### config.mk
export PLATFORM = sky130hd
export DESIGN_NAME = uart_link
export DESIGN_NICKNAME = d
export VERILOG_FILES = /design/src/rtl/uart_pkg.sv /design/src/rtl/uart_rx_fifo.sv /design/src/rtl/uart_link.sv
export SDC_FILE = /design/constraint.sdc
export NUM_CORES = 1
export LEC_CHECK = 0
export CAP_MARGIN = 40
export CORE_ASPECT_RATIO = 1.75
export CORE_MARGIN = 1
export CORE_UTILIZATION = 64
export DETAILED_ROUTE_END_ITERATION = 6
export PLACE_DENSITY = 0.85
export SLEW_MARGIN = 20
export SYNTH_ARGS = -nofsm -noshare
export SYNTH_HDL_FRONTEND = slang
export SYNTH_SLANG_ARGS = --single-unit
### constraint.sdc
create_clock -name clock -period 7.45 [get_ports clock]
set_input_delay 1.1175 -clock clock [delete_from_list [all_inputs] [get_ports clock]]
set_output_delay 1.1175 -clock clock [all_outputs]
set_load 0.01 [all_outputs]
### src/rtl/uart_pkg.sv
// ---------------------------------------------------------------------------
// uart_pkg
// Shared definitions for the console UART slice:
//   - rx_state_t / tx_state_t : FSM state encodings for receiver and transmitter
//   - DATA_BITS               : character width (8N1 framing)
//   - baud_div()              : clock cycles per bit, CLK_HZ / BAUD
//   - baud_cnt_width()        : width of a counter that spans 0 .. DIV-1
// ---------------------------------------------------------------------------
package uart_pkg;

    typedef enum logic [1:0] {
        RX_IDLE,
        RX_START,
        RX_DATA,
        RX_STOP
    } rx_state_t;

    typedef enum logic [1:0] {
        TX_IDLE,
        TX_START,
        TX_DATA,
        TX_STOP
    } tx_state_t;

    localparam int DATA_BITS = 8;

    // Whole clock cycles per bit period; any remainder is simply dropped.
    function automatic int baud_div(input int clk_hz, input int baud);
        return clk_hz / baud;
    endfunction

    // Enough bits to count up to DIV-1, never narrower than one bit.
    function automatic int baud_cnt_width(input int clk_hz, input int baud);
        int div;
        div = clk_hz / baud;
        return (div <= 2) ? 1 : $clog2(div);
    endfunction

endpackage

### src/rtl/uart_rx_fifo.sv
// ---------------------------------------------------------------------------
// uart_rx_fifo
// Small synchronous FIFO buffering received characters until the CPU pops them.
// Ports:
//   clock, reset_n      : rising-edge clock, asynchronous active-low reset
//   push, push_data     : write strobe and byte (ignored when full, unless a
//                         pop in the same cycle frees the slot)
//   pop                 : remove head (ignored when empty)
//   head                : combinational view of the oldest entry
//   full, empty         : occupancy status
// ---------------------------------------------------------------------------
module uart_rx_fifo
    import uart_pkg::*;
#(
    parameter int DEPTH = 4
) (
    input  logic                 clock,
    input  logic                 reset_n,
    input  logic                 push,
    input  logic [DATA_BITS-1:0] push_data,
    input  logic                 pop,
    output logic [DATA_BITS-1:0] head,
    output logic                 full,
    output logic                 empty
);

    localparam int PTR_W = $clog2(DEPTH);

    logic [DATA_BITS-1:0] mem [DEPTH];
    logic [PTR_W-1:0]     rd_ptr;
    logic [PTR_W-1:0]     wr_ptr;
    logic [PTR_W:0]       count;
    logic                 do_push;
    logic                 do_pop;

    assign full  = (count == (PTR_W+1)'(DEPTH));
    assign empty = (count == '0);
    assign head  = mem[rd_ptr];

    // A pop on a full FIFO frees the slot the simultaneous push lands in.
    assign do_pop  = pop & ~empty;
    assign do_push = push & (~full | do_pop);

    // Storage is cleared on reset so the head reads zero before the first push.
    always_ff @(posedge clock or negedge reset_n) begin
        if (!reset_n) begin
            rd_ptr <= '0;
            wr_ptr <= '0;
            count  <= '0;
            for (int i = 0; i < DEPTH; i++) begin
                mem[i] <= '0;
            end
        end else begin
            if (do_push) begin
                mem[wr_ptr] <= push_data;
                wr_ptr      <= wr_ptr + PTR_W'(1);
            end
            if (do_pop) begin
                rd_ptr <= rd_ptr + PTR_W'(1);
            end
            case ({do_push, do_pop})
                2'b10:   count <= count + (PTR_W+1)'(1);
                2'b01:   count <= count - (PTR_W+1)'(1);
                default: count <= count;
            endcase
        end
    end

endmodule

### src/rtl/uart_link.sv
// ---------------------------------------------------------------------------
// uart_link
// 8N1 console port: buffered receiver with 4-deep FIFO, single-register
// transmitter, and sticky framing-error / overrun flags.
// Ports:
//   clock, reset_n      : rising-edge clock, asynchronous active-low reset
//   RxD                 : asynchronous serial input, idles high
//   readRX              : pop strobe for the received-character FIFO
//   charReady, RXchar   : FIFO non-empty and FIFO head byte
//   writeTX, TXchar     : load strobe and byte for the transmitter
//   TXempty             : transmitter idle, writeTX will be accepted
//   TxD                 : registered serial output, idles high
//   rxOverrun           : sticky, good frame arrived with FIFO full
//   rxFrameErr          : sticky, stop bit sampled low
// ---------------------------------------------------------------------------
module uart_link
    import uart_pkg::*;
#(
    parameter int CLK_HZ   = 50_000_000,
    parameter int BAUD     = 115200,
    parameter int RX_DEPTH = 4
) (
    input  logic                 clock,
    input  logic                 reset_n,
    input  logic                 RxD,
    input  logic                 readRX,
    output logic                 charReady,
    output logic [DATA_BITS-1:0] RXchar,
    input  logic                 writeTX,
    input  logic [DATA_BITS-1:0] TXchar,
    output logic                 TXempty,
    output logic                 TxD,
    output logic                 rxOverrun,
    output logic                 rxFrameErr
);

    localparam int              DIV       = baud_div(CLK_HZ, BAUD);
    localparam int              CNT_W     = baud_cnt_width(CLK_HZ, BAUD);
    localparam logic [CNT_W-1:0] BIT_LAST  = CNT_W'(DIV - 1);
    localparam logic [CNT_W-1:0] HALF_LAST = CNT_W'(DIV / 2 - 1);

    logic                 rx_meta;
    logic                 rxs;
    rx_state_t            rx_state;
    logic [CNT_W-1:0]     rx_cnt;
    logic [2:0]           rx_bit;
    logic [DATA_BITS-1:0] rx_shift;
    logic                 rx_stop_now;

    logic                 fifo_push;
    logic                 fifo_pop;
    logic                 fifo_full;
    logic                 fifo_empty;
    logic [DATA_BITS-1:0] fifo_head;

    tx_state_t            tx_state;
    logic [CNT_W-1:0]     tx_cnt;
    logic [2:0]           tx_bit;
    logic [DATA_BITS-1:0] tx_shift;

    // Two-flop synchronizer; resets high so an idle line never looks like a start bit.
    always_ff @(posedge clock or negedge reset_n) begin
        if (!reset_n) begin
            rx_meta <= 1'b1;
            rxs     <= 1'b1;
        end else begin
            rx_meta <= RxD;
            rxs     <= rx_meta;
        end
    end

    // The push decision is made on the stop-sample edge itself so the byte is
    // visible the cycle after the stop sample; a same-cycle pop makes room.
    assign rx_stop_now = (rx_state == RX_STOP) && (rx_cnt == BIT_LAST);
    assign fifo_pop    = readRX & ~fifo_empty;
    assign fifo_push   = rx_stop_now & rxs & (~fifo_full | fifo_pop);

    // Receiver: half-bit delay to the middle of the start bit, then one sample
    // per bit period. Returning to idle on the stop sample lets a following
    // start bit be caught without losing half a bit.
    always_ff @(posedge clock or negedge reset_n) begin
        if (!reset_n) begin
            rx_state   <= RX_IDLE;
            rx_cnt     <= '0;
            rx_bit     <= '0;
            rx_shift   <= '0;
            rxOverrun  <= 1'b0;
            rxFrameErr <= 1'b0;
        end else begin
            case (rx_state)
                RX_IDLE: begin
                    if (!rxs) begin
                        rx_state <= RX_START;
                        rx_cnt   <= '0;
                    end
                end
                RX_START: begin
                    if (rx_cnt == HALF_LAST) begin
                        rx_cnt <= '0;
                        rx_bit <= '0;
                        rx_state <= rxs ? RX_IDLE : RX_DATA;
                    end else begin
                        rx_cnt <= rx_cnt + CNT_W'(1);
                    end
                end
                RX_DATA: begin
                    if (rx_cnt == BIT_LAST) begin
                        rx_cnt   <= '0;
                        rx_shift <= {rxs, rx_shift[DATA_BITS-1:1]};
                        if (rx_bit == 3'd7) begin
                            rx_state <= RX_STOP;
                        end else begin
                            rx_bit <= rx_bit + 3'd1;
                        end
                    end else begin
                        rx_cnt <= rx_cnt + CNT_W'(1);
                    end
                end
                RX_STOP: begin
                    if (rx_cnt == BIT_LAST) begin
                        rx_cnt   <= '0;
                        rx_state <= RX_IDLE;
                        if (!rxs) begin
                            rxFrameErr <= 1'b1;
                        end else if (fifo_full && !fifo_pop) begin
                            rxOverrun <= 1'b1;
                        end
                    end else begin
                        rx_cnt <= rx_cnt + CNT_W'(1);
                    end
                end
                default: rx_state <= RX_IDLE;
            endcase
        end
    end

    uart_rx_fifo #(
        .DEPTH     (RX_DEPTH)
    ) u_rx_fifo (
        .clock     (clock),
        .reset_n   (reset_n),
        .push      (fifo_push),
        .push_data (rx_shift),
        .pop       (fifo_pop),
        .head      (fifo_head),
        .full      (fifo_full),
        .empty     (fifo_empty)
    );

    assign charReady = ~fifo_empty;
    assign RXchar    = fifo_head;

    // Transmitter: TxD and TXempty are both registered so the line never
    // glitches. Each level is held exactly DIV cycles; TXempty rises as the
    // stop bit completes so a new write can follow with no idle gap.
    always_ff @(posedge clock or negedge reset_n) begin
        if (!reset_n) begin
            tx_state <= TX_IDLE;
            tx_cnt   <= '0;
            tx_bit   <= '0;
            tx_shift <= '0;
            TxD      <= 1'b1;
            TXempty  <= 1'b1;
        end else begin
            case (tx_state)
                TX_IDLE: begin
                    TxD <= 1'b1;
                    if (writeTX) begin
                        tx_shift <= TXchar;
                        tx_cnt   <= '0;
                        TxD      <= 1'b0;
                        TXempty  <= 1'b0;
                        tx_state <= TX_START;
                    end
                end
                TX_START: begin
                    if (tx_cnt == BIT_LAST) begin
                        tx_cnt   <= '0;
                        tx_bit   <= '0;
                        TxD      <= tx_shift[0];
                        tx_shift <= {1'b0, tx_shift[DATA_BITS-1:1]};
                        tx_state <= TX_DATA;
                    end else begin
                        tx_cnt <= tx_cnt + CNT_W'(1);
                    end
                end
                TX_DATA: begin
                    if (tx_cnt == BIT_LAST) begin
                        tx_cnt <= '0;
                        if (tx_bit == 3'd7) begin
                            TxD      <= 1'b1;
                            tx_state <= TX_STOP;
                        end else begin
                            TxD      <= tx_shift[0];
                            tx_shift <= {1'b0, tx_shift[DATA_BITS-1:1]};
                            tx_bit   <= tx_bit + 3'd1;
                        end
                    end else begin
                        tx_cnt <= tx_cnt + CNT_W'(1);
                    end
                end
                TX_STOP: begin
                    if (tx_cnt == BIT_LAST) begin
                        tx_cnt   <= '0;
                        TXempty  <= 1'b1;
                        tx_state <= TX_IDLE;
                    end else begin
                        tx_cnt <= tx_cnt + CNT_W'(1);
                    end
                end
                default: tx_state <= TX_IDLE;
            endcase
        end
    end

endmodule
==> run_results.csv <==
group,metric,value,unit
timing,fin_setup_tns,0,ns
timing,whs,0.354,ns
power_and_ir_drop,p_per_area,204,nW/um^2
timing,setup_viol,0,
yosys,async_reset_ff_share,100,%
global_routing,track_usage,26.5,%
timing,fin_crit,3.30,ns
clocking,clkSinkCount,89,
yosys,synth_flop_cell,"dfrtp_1",
clocking,cts.repair.resized,0,
die,dieHeight,114,um
clocking,cts_buffers,9,
final_layout,nets,435,
timing,final-max-slew-violation-count,0,
timing,postLayoutSetupSlackWorst,4.15,ns
worst_setup_path,critPathKind,"reg2out",
worst_setup_path,critPathMaxFanout,10,
min_path,min_path_type,"reg2reg",
clocking,cts_max_level,3,
drt,drc,0,
yosys,synth_cell_types,60,
final_layout,area_growth,13.6,%
clocking,cts_tree,"built",
clocking,clk_latency,0.34,ns
timing,relSlewSlack,45.9,%
worst_setup_path,crit_path_end_kind,"output port",
timing,finalHoldViolations,0,
die,core_area,6860,um^2
power_and_ir_drop,comb_power_share,8.4,%
die,io_pins,26,
placement,dp_hpwl,5.97,mm
drt,wl_per_cell,17.7,um
drt,met3_length,259,um
worst_setup_path,cp_data_required_time,6.33,ns
drt,ant_nets,0,
power_and_ir_drop,p_total,1.05,mW
yosys,synth_most_common_cell,"dfrtp_1",
final_layout,fill_cells,439,
clocking,clock_path_buffers,2,
drt,topRoutingLayerUsed,"met4",
global_routing,grt_max_degree,40,
placement,pre_cts_ws,3.84,ns
timing,worst-slew-pin-transition,0.806,ns
yosys,synthTopCellsByArea,"dfrtp_1, mux2_2, ha_1",
final_layout,register_area,2230,um^2
timing,period_share,44.3,%
power_and_ir_drop,p_int,804,uW
yosys,yosys_register_bits,89,
yosys,netlist_instances,375,
yosys,yosysWarningCount,0,
placement,gp_congestion,0.875,
drt,routed_wl,8.68,mm
global_routing,grt_pass1_vias,3205,
drt,routed-wl-met2,4.73,mm
clocking,ctsRootBufferMaster,"clkbuf_16",
yosys,netlist_area,4550,um^2
worst_setup_path,arrival,2.18,ns
final_layout,layout-drive-gt1-share,24.1,%
drt,drtPass1Iterations,5,
drt,vias,3036,
power_and_ir_drop,pwr-share-seq,51.2,%
power_and_ir_drop,p_switching,250,uW
yosys,synth_top_area_share,46.7,%
drt,wl_met1,3.47,mm
timing,finClkSkew,0.00758,ns
final_layout,multiInputGateArea,2210,um^2
worst_setup_path,startpoint_type,"flip-flop",
timing,fmax,303,MHz
timing,rsz0062_at_grt,"false",
clocking,cts_setup_buffers,0,
status,status,"finished clean",
die,rows,40,
final_layout,antenna_cells,0,
die,fp.dieArea,7470,um^2
die,fp.dieW,65.8,um
yosys,synth_enable_flop_cells,0,
power_and_ir_drop,pwr-share-clk,40.4,%
drt,viasPerCell,6.20,
yosys,yosys.area.top_type,"dfrtp_1",
yosys,yosysSeqAreaShare,49.0,%
drt,initialDrtViolationCount,180,
global_routing,antenna_found_initial,0,
global_routing,grt-ovfl-total,0,
power_and_ir_drop,p_leak,2.42,nW
job,drv_cap,0,
placement,numPortBuffers,25,
yosys,syn_area_per_cell,12.1,um^2
clocking,hold_buffers,0,
yosys,syn-num-nets,408,
global_routing,grt_pass1_wl,14.8,mm
power_and_ir_drop,ir_drop,0.212,mV
clocking,path_clk_slew,0.06,ns
die,initial_utilization,66.4,%
power_and_ir_drop,sw_frac_of_total,23.7,%
yosys,ys_top_cells_by_count,"dfrtp_1, mux2_2, nand2_1",
-- stage by stage --
stage / cells / util, % / cell area, um^2
floorplan: 375 / - / 4550
global placement: 473 / 70.9 / 4860
detailed placement: 475 / 71.4 / 4890
CTS: 490 / 75.5 / 5170
global route: 490 / 75.5 / 5170
finish: 490 / 75.5 / 5170
-- layout by cell type (no fill, tap or decap), drive strengths merged, types with 3 or more instances in the layout --
cell,Yosys,routed
dfrtp,85,85
mux2,56,56
nand2,33,33
clkdlybuf4s50,0,24
o21ai,20,20
ha,19,19
inv,17,17
nor2,13,13
clkbuf,9,13
a21oi,12,12
nand3,11,11
mux4,8,8
or3,5,5
and2,5,5
xnor2,5,5
nor2b,5,5
nand4,5,5
xor2,5,5
dfstp,4,4
nand2b,4,4
o22ai,4,4
nor4,4,4
buf,3,4
nor3,3,3
and3,3,3
a22o,3,3
-- cell families (layout without fill, tap and decap cells) --
| logic type | after synthesis | count (layout) | synth area share (%) |
|---|---|---|---|
| mux | 65 | 65 | 18.9 |
| xor+xnor | 10 | 10 | 1.92 |
| buf+inv | 29 | 60 | 2.50 |
| simple gates | 103 | 103 | 13.7 |
| fa+ha+maj | 20 | 20 | 5.66 |
| compound gates | 59 | 59 | 8.27 |
| flops | 89 | 89 | 49.0 |
-- layout make-up --
type | count | share of cell area (%)
sequential | 89 | 43.1
multi-input combinational | 257 | 42.7
timing repair buffer | 28 | 5.46
clock buffer | 13 | 5.22
tap | 84 | 2.03
inverter | 17 | 1.23
clock inverter | 2 | 0.242
-- registers in the layout (all words and copies together) (netlist names), 3 cells and up, named ones only --
signal           count
u_rx_fifo.mem       32
rx_cnt               9
tx_cnt               9
rx_shift             8
tx_shift             8
rx_bit               3
tx_bit               3
u_rx_fifo.count      3
-- layer usage --
layer / up-vias / GRT usage [%]
li1: 1404 / -
met1: 1561 / 30.1
met2: 55 / 46.1
met3: 16 / 5.70
met4: 0 / 12.6
met5: - / 0
-- final timing paths --
path | endpoint | slack, ns | from | depth (start not counted)
hold / removal | rxs$_DFF_PN1_ | 0.35 | rx_meta$_DFF_PN1_ | 0
min in group asynchronous | tx_shift[5]$_DFFE_PN0P_ | 0.62 | reset_n | 1
setup / recovery | RXchar[2] | 4.15 | u_rx_fifo.rd_ptr[0]$_DFFE_PN0P_ | 2
hold reg to reg | rxs$_DFF_PN1_ | 0.35 | rx_meta$_DFF_PN1_ | 0
max in group asynchronous | rxs$_DFF_PN1_ | 5.78 | reset_n | 3
setup reg to reg | u_rx_fifo.count[2]$_DFFE_PN0P_ | 4.73 | rx_cnt[1]$_DFFE_PN0P_ | 11
-- power groups by stage --
stage | clock network, mW | logic, mW | registers, mW
2_1_floorplan | 0 | 0.0800 | 0.518
3_3_place_gp | 0 | 0.0841 | 0.548
3_5_place_dp | 0 | 0.0904 | 0.549
4_1_cts | 0.435 | 0.0902 | 0.540
5_1_grt | 0.454 | 0.0979 | 0.543
6_report | 0.426 | 0.0887 | 0.540
-- worst max-delay path, cell delays in order, from the launching register on --
cell and delay (ns):
dfrtp_1 0.73, mux4_2 0.61, clkdlybuf4s50_1 0.50
No activity file was read; power rests on OpenSTA's default activity.
